### src/rtl/data_mem_port_pkg.sv
// Shared types and helpers for the MEM-stage data memory port.
// Load/store funct3 encodings, port FSM states and access-size helpers.
package data_mem_port_pkg;

    typedef enum logic [2:0] {
        LB  = 3'b000,
        LH  = 3'b001,
        LW  = 3'b010,
        LBU = 3'b100,
        LHU = 3'b101
    } load_funct3_t;

    typedef enum logic [2:0] {
        SB = 3'b000,
        SH = 3'b001,
        SW = 3'b010
    } store_funct3_t;

    typedef enum logic [1:0] {
        IDLE   = 2'd0,
        ACCESS = 2'd1,
        DONE   = 2'd2
    } dmem_state_t;

    typedef enum logic [1:0] {
        SZ_BYTE = 2'd0,
        SZ_HALF = 2'd1,
        SZ_WORD = 2'd2
    } access_size_t;

    // Undefined encodings fall back to word accesses.
    function automatic access_size_t load_size(input logic [2:0] funct3);
        access_size_t sz;
        case (funct3)
            LB, LBU: sz = SZ_BYTE;
            LH, LHU: sz = SZ_HALF;
            default: sz = SZ_WORD;
        endcase
        return sz;
    endfunction

    function automatic access_size_t store_size(input logic [2:0] funct3);
        access_size_t sz;
        case (funct3)
            SB:      sz = SZ_BYTE;
            SH:      sz = SZ_HALF;
            default: sz = SZ_WORD;
        endcase
        return sz;
    endfunction

    function automatic logic is_misaligned(input access_size_t sz,
                                           input logic [1:0] off);
        logic mis;
        case (sz)
            SZ_HALF: mis = off[0];
            SZ_WORD: mis = (off != 2'b00);
            default: mis = 1'b0;
        endcase
        return mis;
    endfunction

endpackage

### src/rtl/data_mem_port_load_extend.sv
// Load data alignment: picks byte/half/word out of the cache word
// and sign- or zero-extends it according to funct3.
module data_mem_port_load_extend
    import data_mem_port_pkg::*;
(
    input  logic [2:0]  funct3,
    input  logic [1:0]  offset,
    input  logic [31:0] rdata,
    output logic [31:0] load_data
);

    logic [7:0]  byte_sel;
    logic [15:0] half_sel;
    logic        sign_en;

    always_comb begin
        byte_sel = rdata[{offset, 3'b000} +: 8];
        half_sel = offset[1] ? rdata[31:16] : rdata[15:0];
        sign_en  = ~funct3[2];
        case (load_size(funct3))
            SZ_BYTE: load_data = {{24{sign_en & byte_sel[7]}}, byte_sel};
            SZ_HALF: load_data = {{16{sign_en & half_sel[15]}}, half_sel};
            default: load_data = rdata;
        endcase
    end

endmodule

### src/rtl/data_mem_port.sv
// MEM-stage data memory port: cache handshake, store formatting, load extend.
// Define MISALIGN_TRAP_EN to flag misaligned half/word accesses instead of issuing them.
module data_mem_port
    import data_mem_port_pkg::*;
(
    input  logic        clk,
    input  logic        rst,
    input  logic        mem_valid,
    input  logic        data_mem_read,
    input  logic        data_mem_write,
    input  logic [2:0]  funct3,
    input  logic [31:0] addr,
    input  logic [31:0] wdata,
    output logic        stall_out,
    output logic        dmem_read,
    output logic        dmem_write,
    output logic [31:0] dmem_addr,
    output logic [31:0] dmem_wdata,
    output logic [3:0]  dmem_byte_enable,
    input  logic [31:0] dmem_rdata,
    input  logic        dmem_resp,
    output logic [31:0] load_data,
    output logic        load_valid,
    output logic        misalign
);

    dmem_state_t state_q, state_d;
    logic        dmem_read_q, dmem_read_d;
    logic        dmem_write_q, dmem_write_d;
    logic [31:0] dmem_addr_q, dmem_addr_d;
    logic [31:0] dmem_wdata_q, dmem_wdata_d;
    logic [3:0]  be_q, be_d;
    logic [31:0] rdata_q, rdata_d;
    logic [2:0]  funct3_q, funct3_d;
    logic [1:0]  offset_q, offset_d;
    logic        is_read_q, is_read_d;
    logic        misalign_q, misalign_d;

    logic        req;
    logic        req_misaligned;
    logic [3:0]  st_be;
    logic [31:0] st_data;

    assign req = mem_valid & (data_mem_read | data_mem_write);

`ifdef MISALIGN_TRAP_EN
    access_size_t req_size;

    always_comb begin
        req_size = data_mem_read ? load_size(funct3) : store_size(funct3);
        req_misaligned = is_misaligned(req_size, addr[1:0]);
    end
`else
    assign req_misaligned = 1'b0;
`endif

    always_comb begin
        case (funct3)
            SB: begin
                st_be   = 4'b0001 << addr[1:0];
                st_data = {4{wdata[7:0]}};
            end
            SH: begin
                st_be   = 4'b0011 << {addr[1], 1'b0};
                st_data = {2{wdata[15:0]}};
            end
            default: begin
                st_be   = 4'b1111;
                st_data = wdata;
            end
        endcase
    end

    always_ff @(posedge clk) begin
        if (rst) begin
            state_q      <= IDLE;
            dmem_read_q  <= 1'b0;
            dmem_write_q <= 1'b0;
            dmem_addr_q  <= '0;
            dmem_wdata_q <= '0;
            be_q         <= '0;
            rdata_q      <= '0;
            funct3_q     <= '0;
            offset_q     <= '0;
            is_read_q    <= 1'b0;
            misalign_q   <= 1'b0;
        end else begin
            state_q      <= state_d;
            dmem_read_q  <= dmem_read_d;
            dmem_write_q <= dmem_write_d;
            dmem_addr_q  <= dmem_addr_d;
            dmem_wdata_q <= dmem_wdata_d;
            be_q         <= be_d;
            rdata_q      <= rdata_d;
            funct3_q     <= funct3_d;
            offset_q     <= offset_d;
            is_read_q    <= is_read_d;
            misalign_q   <= misalign_d;
        end
    end

    always_comb begin
        state_d      = state_q;
        dmem_read_d  = dmem_read_q;
        dmem_write_d = dmem_write_q;
        dmem_addr_d  = dmem_addr_q;
        dmem_wdata_d = dmem_wdata_q;
        be_d         = be_q;
        rdata_d      = rdata_q;
        funct3_d     = funct3_q;
        offset_d     = offset_q;
        is_read_d    = is_read_q;
        misalign_d   = misalign_q;
        unique case (state_q)
            IDLE: begin
                if (req) begin
                    state_d      = req_misaligned ? DONE : ACCESS;
                    is_read_d    = data_mem_read;
                    funct3_d     = funct3;
                    offset_d     = addr[1:0];
                    misalign_d   = req_misaligned;
                    dmem_addr_d  = {addr[31:2], 2'b00};
                    dmem_read_d  = ~req_misaligned & data_mem_read;
                    dmem_write_d = ~req_misaligned & ~data_mem_read;
                    be_d         = data_mem_read ? 4'b0000 : st_be;
                    dmem_wdata_d = data_mem_read ? 32'h0 : st_data;
                end
            end
            ACCESS: begin
                if (dmem_resp) begin
                    state_d      = DONE;
                    rdata_d      = dmem_rdata;
                    dmem_read_d  = 1'b0;
                    dmem_write_d = 1'b0;
                end
            end
            // Never samples inputs here, so a held instruction is not re-issued.
            DONE:    state_d = IDLE;
            default: state_d = IDLE;
        endcase
    end

    always_comb begin
        stall_out  = 1'b0;
        load_valid = 1'b0;
        misalign   = 1'b0;
        unique case (state_q)
            IDLE:   stall_out = req;
            ACCESS: stall_out = 1'b1;
            DONE: begin
                load_valid = is_read_q & ~misalign_q;
                misalign   = misalign_q;
            end
            default: stall_out = 1'b0;
        endcase
    end

    assign dmem_read        = dmem_read_q;
    assign dmem_write       = dmem_write_q;
    assign dmem_addr        = dmem_addr_q;
    assign dmem_wdata       = dmem_wdata_q;
    assign dmem_byte_enable = be_q;

    data_mem_port_load_extend u_load_extend (
        .funct3    (funct3_q),
        .offset    (offset_q),
        .rdata     (rdata_q),
        .load_data (load_data)
    );

endmodule
### config.mk
export PLATFORM = sky130hd
export DESIGN_NAME = data_mem_port
export DESIGN_NICKNAME = d
export VERILOG_FILES = /design/src/rtl/data_mem_port_pkg.sv /design/src/rtl/data_mem_port_load_extend.sv /design/src/rtl/data_mem_port.sv
export SDC_FILE = /design/constraint.sdc
export NUM_CORES = 1
export LEC_CHECK = 0
export CAP_MARGIN = 25
export CORE_ASPECT_RATIO = 0.75
export CORE_MARGIN = 2
export CORE_UTILIZATION = 43
export DETAILED_ROUTE_END_ITERATION = 10
export GPL_TIMING_DRIVEN = 0
export PLACE_DENSITY = 0.78
export SYNTH_ARGS = -nofsm -noshare
export SYNTH_HDL_FRONTEND = slang
export SYNTH_HIERARCHICAL = 1
export SYNTH_SLANG_ARGS = --single-unit
### constraint.sdc
create_clock -name clk -period 1.7 [get_ports clk]
set_input_delay 0.255 -clock clk [delete_from_list [all_inputs] [get_ports clk]]
set_output_delay 0.255 -clock clk [all_outputs]
set_load 0.1 [all_outputs]
### After elaboration in Yosys (flattened, before gate mapping)

Index checks and enable logic that the tools add are counted.

* bits in registers: 108
* input bits: 105
* output and inout port bits: 105
* logic and storage cells: 56

* eq/ne operators: 9
* shifts and indexed selects: 3
* muxes and demuxes: 17
* bitwise operators: 6
* reduce and logical (&&, ||, !) cells: 11

Operators by type and width (count)
* 32-bit case mux with 2 select lines: 2
* 32-bit 2-to-1 mux: 1
* 32-bit by 6-bit variable part select with 8-bit output: 1
* 16-bit 2-to-1 mux: 1
* 2-bit case mux with 2 select lines: 2
* 4-bit case mux with 2 select lines: 1
* 3-bit by 1-bit equality test with 1-bit output (second input constant): 2
* 3-bit equality test (second input constant): 2
* 3-bit logical NOT: 2
* 1-bit case mux with 2 select lines: 3
* 2-bit AND reduction: 3
* 2-bit by 1-bit equality test with 1-bit output (second input constant): 2
* 2-bit logical NOT: 2
* 1-bit 2-to-1 mux: 4
* 2-bit 2-to-1 mux: 2
* 4-bit 2-to-1 mux: 1
* 2-bit != test (second input constant): 2
* 2-bit OR reduction: 2
* 1-bit by 2-bit << shifter with 4-bit output (first input constant): 1
* 2-bit by 2-bit << shifter with 4-bit output (first input constant): 1
* 1-bit bitwise AND: 3
* 3-bit AND reduction: 1
* 2-bit equality test (second input constant): 1
* 1-bit NOT: 2
* 2 further kinds: 2

### Depth between registers and ports, before layout

Gate-level depths: netlist of run 1.

* word-level depth: 5
* depth in mapped cells: 6
* gate-level depth less buffers: 4

### Modules after synthesis

Netlist of run 1, hierarchy kept.

Modules (own cells, without submodules)
* data_mem_port: instances 1, cells an instance 503, area each 4330.4 sq um, sequential area each 2162.1 sq um
* data_mem_port_load_extend: instances 1, cells an instance 129, area each 729.4 sq um, sequential area each 0.0 sq um

### Least setup slack after synthesis of run 1

OpenSTA, ideal clock, no wires.

* kind: register to output
* start: register offset_q[1]
* end: output port load_data[7]
* arrival: 3.132 ns
* required time: 1.445 ns
* setup slack: -1.687 ns
* cell stages (with the launch flop): 5
* path buffers: 2
* cell sequence: dfxtp_1 -> buf_4 -> buf_2 -> o22ai_1 -> a221oi_1

* longest elaborated chain between the ends: 2
* elaborated cells on any way between the ends: 3
* those cells by class: shift: 1; mux: 2

RTL lines
* start, declared: line data_mem_port.sv:35 `logic [1:0] offset_q, offset_d;`
* start signal, assigned: line data_mem_port.sv:96 `offset_q <= offset_d;`
* 32-bit by 6-bit variable part select with 8-bit output or 16-bit 2-to-1 mux (tied branches): line data_mem_port_load_extend.sv:17, data_mem_port_load_extend.sv:18
* 32-bit case mux with 2 select lines *: line data_mem_port_load_extend.sv:20 `case (load_size(funct3))`
* end, declared: line data_mem_port.sv:22 `output logic [31:0] load_data,`

Mark *: on every way between the ends. The rest lies on a longest branch, timed or not.

### Final worst setup path of run 1

* start: register offset_q[1]
* end: output port load_data[24]

* longest elaborated chain between the ends: 3
* elaborated cells on any way between the ends: 5
* those cells by class: shift: 1; mux: 2; bitwise: 2

RTL lines (line)
* 32-bit by 6-bit variable part select with 8-bit output or 16-bit 2-to-1 mux (tied branches): data_mem_port_load_extend.sv:17, data_mem_port_load_extend.sv:18
* 1-bit bitwise AND, on equally long branches: data_mem_port_load_extend.sv:21, data_mem_port_load_extend.sv:22
* 32-bit case mux with 2 select lines *: data_mem_port_load_extend.sv:20

Marked as above.

==> results of run 1 <==
## through the flow
| stage | setup WS, ns | hold WS, ns |
|---|---|---|
| floorplan | -0.190 | 0.383 |
| global placement | -1.20 | 0.440 |
| detailed placement | -1.24 | 0.447 |
| CTS | -0.483 | 0.437 |
| global route | -0.553 | 0.441 |
| finish | -0.546 | 0.442 |
## final timing paths
kind                   endpoint  slack [ns]
setup reg to reg    rdata_q[17]        0.15
hold reg to reg   dmem_wdata[4]        0.46
setup / recovery  load_data[24]       -0.55
hold / removal      rdata_q[30]        0.44
## worst reg2reg max path, stage by stage (launching register included)
cell and delay (ns):
dfxtp_1 0.31, buf_4 0.18, nand3b_1 0.33, clkbuf_2 0.35, nand2_1 0.11, a21oi_1 0.19
## flip-flops by register name, indices dropped and copies added, names as in the netlist
signal and flops:
dmem_read 1, funct3_q 3, dmem_wdata 32, is_read_q 1, dmem_addr 30, rdata_q 32
dmem_byte_enable 4, offset_q 2, state_q 2, dmem_write 1
## cells in the mapped netlist (all sizes together)
master | count | area (sq um)
nor2 | 34 | 128
conb | 1 | 3.75
a31oi | 1 | 6.26
a221oi | 1 | 8.76
dfxtp | 108 | 2160
o22ai | 1 | 6.26
buf | 32 | 288
nor3 | 1 | 16.3
inv | 4 | 15.0
nor2b | 5 | 33.8
o31ai | 16 | 120
or2 | 1 | 6.26
nor4 | 2 | 42.5
o21bai | 1 | 7.51
nand3 | 1 | 5.00
a221o | 8 | 80.1
and3 | 1 | 6.26
clkbuf | 23 | 96.3
mux2 | 17 | 203
a22oi | 20 | 160
nand3b | 25 | 188
nor3b | 1 | 18.8
a311oi | 1 | 15.0
mux2i | 2 | 20.0
o21ai | 20 | 130
nand2 | 216 | 813
or3 | 2 | 17.5
a21oi | 79 | 395
or2b | 1 | 8.76
nand2b | 7 | 58.8
## power breakdown
group	internal (uW)	switching [uW]	leakage [uW]	total, uW
registers	2640	93.4	0.000885	2730
clock network	1090	991	0.000144	2090
logic	976	1780	0.00224	2760
## per-layer routing
| metal | wire [microns] | vias up | GRT usage (%) | share of wire (%) |
|---|---|---|---|---|
| met5 | 0 | - | 0 | 0 |
| met4 | 505 | 0 | 8.86 | 2.8 |
| met3 | 1430 | 35 | 6.85 | 7.8 |
| met2 | 8520 | 245 | 45.1 | 46 |
| met1 | 7870 | 2570 | 36.9 | 43 |
| li1 | - | 2597 | - | - |
## area by class of cell
class	instances	share of cell area (%)
inverters	4	0.172
clock inverters	5	0.517
repair buffers	221	30.4
plain buffers	55	4.90
clock buffers	11	2.90
well taps	162	2.33
multi-input cells	467	33.7
flip-flops and latches	108	25.1
## timing repair
item	CTS	global route
gates cloned	1	0
buffers inserted	9	6
pin swaps	12	13
setup endpoints to repair	102	45
resized for setup	518	43
endpoints found under the hold margin	0	0
## cells in the final DEF, fill, tap and decap left out, drive strengths merged, types with 2 or more instances in the layout
master and instances:
clkinv 3, a22oi 20, nand2 216, clkbuf 34, dfxtp 108, nand3b 25
nand2b 7, inv 5, conb 3, or3 2, nor4 2, clkdlybuf4s50 103
o21ai 20, mux2 17, clkdlybuf4s15 68, nor2 34, buf 82, nor2b 5
mux2i 2, a21oi 79, o31ai 16, a221o 8
## kinds of logic (layout without fill, tap and decap cells)
group	Yosys count	after routing	synth area share [%]
buffers and inverters	59	296	7.89
AO/OA/AOI/OAI	148	148	18.4
AND/OR/NAND/NOR	297	297	26.5
flip-flops	108	108	42.7
other	1	3	0.0741
multiplexers	19	19	4.40
==> metrics.yaml, run 1 <==
outcome: "finished, violations left"
violations: "setup timing"
critPathTopFamily: "buffers and inverters"
finalCritPeriodShare_pct: 132
path_class: "reg -> out"
ys_types: 43
critPathLaunch: "offset_q[1]"
ys_ff_latch: 108
rsz0062_at_grt: "yes"
cp_max_fo: 6
ir_drop_mv: 0.616
fp-row-count: 34
track_usage_pct: 27.9
netlist_instances: 632
placed_cells: 1001
setup_tns_ns: -14.93
gr-total-overflow: 0
cap_violations: 0
htree_levels: 3
io_buffers: 205
drtIter0Drc: 303
grt_pass1_wl_microns: 27700
drtPass1Iterations: 5
num_vias: 5447
dp_hpwl_microns: 12900
max_stage_delay_ns: 0.38
die_x_microns: 129
multi_input_area_sq_um: 2930
area_growth_pct: 72.1
powerDensity_nw_per_um2: 870
ios: 210
antenna_cells: 0
globalplace.congestion: 0.884
placed_cell_area_sq_um: 7650
crit_cells: 8
relSlewSlack_pct: 61.3
chipHeight_microns: 97.9
fin_nets: 971
clk_pin_slew_ns: 0.08
clock.fmax_mhz: 445
worst_slack_ns: -0.546
yosysSeqAreaShare_pct: 42.7
hold_depth: 3
tightest_slew_ns: 0.583
clock-sinks: 108
skew_ns: 0.00654
clock_path_buffers: 2
ant_nets: 0
crit_chain: "buf_6, nand2_4, a311oi_2, nand2_2, buf_12, buf_12, nand2_4, buf_12"
drt-total-wl_microns: 18300
utilization_pct: 75.5
avgViaCountPerCell: 5.27
design_area_sq_um: 8710
wire_per_inst_microns: 17.7
cp.arrival_ns: 1.99
worst-path-buf-inv: 4
slew_violations: 0
drc: 0
layoutNonFillerInstCount: 1033
cp-start-kind: "flip-flop"
seqCellArea_sq_um: 2190
avgSynthCellArea_sq_um: 8.01
endpoint_kind: "output pin"
power_leakage_uw: 0.00327
dieArea_sq_um: 12700
numCtsBuffers: 9
drive_above_1_share_pct: 32.1
total_power_uw: 7570
cp_slowest_cell: "dfxtp_4"
yosysWarnings: 6
fillers: 795
final-setup-viol-count: 32
grt_max_degree: 19
cts_tree: "built"
holdCritPathClass: "in -> reg"
final_hold_viol_count: 0
min_period_ns: 2.25
path_common_cell: "buf_12"
r2r_cells: 5
crit_required_ns: 1.44
postCtsHoldBufs: 0
synth_area_sq_um: 5060
r2r_start: "state_q[1]"
clockRootBuffer: "clkbuf_16"
initial_utilization_pct: 43.9
core_sq_um: 11500
antenna_found_initial: 0
worstSkewPairLatency_ns: 0.35
grt_pass1_vias: 5298
holdCritStartpoint: "dmem_rdata[30]"
No activity file was read; power rests on OpenSTA's default activity.
==> inputs of run 2 (changes only) <==
- CORE_UTILIZATION: 43 -> 46
- GPL_ROUTABILITY_DRIVEN: unset -> 0
- PLACE_DENSITY: 0.78 -> 0.83
- clock period: 1.7 -> 2.79 ns (I/O delays scaled with it)
==> run 2 against run 1 <==
- the run now ends clean
- power fell by 43%
- critical path depth fell by 1
- non-clock buffer count fell by 16
- worst hold slack improved by 0.016 ns
- register-to-register slack improved by 1.0 ns
- sequential share of layout area rose by 3.7 points
- sequential cell count did not move
- highest routed layer unchanged
- worst setup slack improved by 0.66 ns
- core utilization fell by 6.2 points
- first-iteration DRC count rose by 45%
==> metrics.yaml, run 2 (synthesized netlist as in run 1, its figures left out) <==
whs_ns: 0.458  # +0.0164 ns
hold_depth: 2  # -1
cp_slowest_cell: "clkdlybuf4s18_2"
cp_max_fo: 10  # +4
skew_ns: 0.00802  # +0.00148 ns
cp-start-kind: "flip-flop"
fin_nets: 955  # -1.6%
clock_path_buffers: 2  # unchanged
wire_per_inst_microns: 17.1  # -3.5%
placed_cells: 979  # -2.2%
drtPass1Iterations: 4  # -1
total_power_uw: 4340  # -43%
holdCritPathClass: "reg -> reg"
clock-sinks: 108  # unchanged
grt_pass1_wl_microns: 27000  # -2.4%
ir_drop_mv: 0.358  # -42%
drtIter0Drc: 439  # +45%
pre_cts_ws_ns: -0.226  # +1.01 ns
initial_utilization_pct: 46.8  # +2.9 points
utilization_pct: 69.3  # -6.2 points
worstHoldEndpoint: "dmem_wdata[5]"
die_x_microns: 125  # -3.2%
final-setup-viol-count: 0  # -100%
crit_required_ns: 2.37  # +0.93 ns
relSlewSlack_pct: 31.5  # -30 points
grt_pass1_vias: 5357  # +1.1%
cts_tree: "built"
layoutNonFillerInstCount: 994  # -3.8%
ant_nets: 0  # unchanged
finalCritPeriodShare_pct: 96.0
cap_violations: 0  # unchanged
track_usage_pct: 28.7  # +0.72 points
endpoint_kind: "output pin"
core_sq_um: 10800  # -6.2%
max_stage_delay_ns: 0.55  # +0.17 ns
io_buffers: 205  # unchanged
area_growth_pct: 48.2
clock.fmax_mhz: 373
r2r_start: "state_q[1]"
critPathTopFamily: "buffers and inverters"
grt_max_degree: 17  # -2
drive_above_1_share_pct: 14.6  # -18 points
drt-total-wl_microns: 17000  # -7.2%
r2r_slack_ns: 1.17  # +1.02 ns
crit_chain: "buf_4, buf_2, or2b_2, nand2_1, a22oi_1, o21ai_2, clkdlybuf4s18_2"
r2r_end: "rdata_q[19]"
gr-total-overflow: 0  # unchanged
numCtsBuffers: 9  # unchanged
dieArea_sq_um: 11900  # -6.3%
r2r_cells: 5  # unchanged
fp-row-count: 33  # -2.9%
antenna_found_initial: 0  # unchanged
slew_violations: 0  # unchanged
final_common_cell: "nand2_1"
rsz0062_at_grt: "no"
cp.arrival_ns: 2.26  # +0.27 ns
dp_hpwl_microns: 13100  # +1.4%
crit_cells: 7  # -1
min_period_ns: 2.68
layout_common_cells: "215 x nand2_1, 172 x clkdlybuf4s50_1, 108 x dfxtp_1, 79 x a21oi_1, 34 x nor2_1"
path_class: "reg -> out"
chipHeight_microns: 94.8  # -3.2%
tightest_slew_ns: 1.02  # +0.441 ns
postCtsHoldBufs: 0  # unchanged
ios: 210  # unchanged
antenna_cells: 0  # unchanged
final_hold_viol_count: 0  # unchanged
htree_levels: 3  # unchanged
worstSkewPairLatency_ns: 0.34  # about the same
worst_slack_ns: 0.112  # +0.659 ns
worst-path-buf-inv: 3  # -1
outcome: "complete, no violations"
powerDensity_nw_per_um2: 579  # -33%
holdCritStartpoint: "dmem_wdata[5]"
power_leakage_uw: 0.00287  # -12%
avgViaCountPerCell: 5.44  # +3.2%
clockRootBuffer: "clkbuf_16"
clk_pin_slew_ns: 0.07  # about the same
drc: 0  # unchanged
num_vias: 5407  # -0.73%
run 2: how the worst max path moves through the flow:
stage	slack [ns]	startpoint	to
final	0.11	offset_q[1]	load_data[5]
after CTS	0.002	rdata_q[31]	load_data[11]
after detailed placement	-0.23	rdata_q[31]	load_data[14]
after global placement	-0.14	rdata_q[31]	load_data[15]
after floorplan	0.03	funct3_q[0]	load_data[0]
after global routing	0.01	rdata_q[31]	load_data[11]
run 2: cell type report:
cell class	instances	area [sq um]
tap	140	175
fill	881	3320
timing repair buffer	205	1950
sequential	108	2160
buffer	55	384
clock buffer	11	243
clock inverter	4	50.0
multi-input combinational	467	2520
inverter	4	15.0
run 2: what timing repair did:
action | CTS | global route
endpoints found under the hold margin | 0 | 0
gates resized for setup | 104 | 44
setup buffers | 0 | 0
endpoints found under the setup margin | 33 | 24
cloned | 0 | 0
run 2: layer usage:
metal / GRT usage, % / up-vias / wire length (microns)
met3: 8.78 / 41 / 1590
met1: 36.3 / 2532 / 7260
met5: 0 / - / 0
li1: - / 2565 / -
met4: 10.5 / 0 / 433
met2: 46.6 / 269 / 7720
run 2: through the flow:
| stage | setup TNS, ns | cell area, sq um |
|---|---|---|
| 4_1_cts | 0 | 7620 |
| 2_1_floorplan | 0 | 5080 |
| 3_5_place_dp | -3.97 | 7300 |
| 5_1_grt | 0 | 7500 |
| 6_report | 0 | 7500 |
| 3_3_place_gp | -2.50 | 7300 |
run 2: power by group:
group	internal, uW	switching (uW)	total, uW
sequential	1610	51.9	1660
clock	715	561	1280
combinational	399	1000	1400
run 2: worst register-to-register path, stage by stage (launching register included):
cell and delay (ns):
dfxtp_1 0.31, buf_4 0.17, nand3b_1 0.31, clkbuf_1 0.43
nand2_1 0.12, a21oi_1 0.19
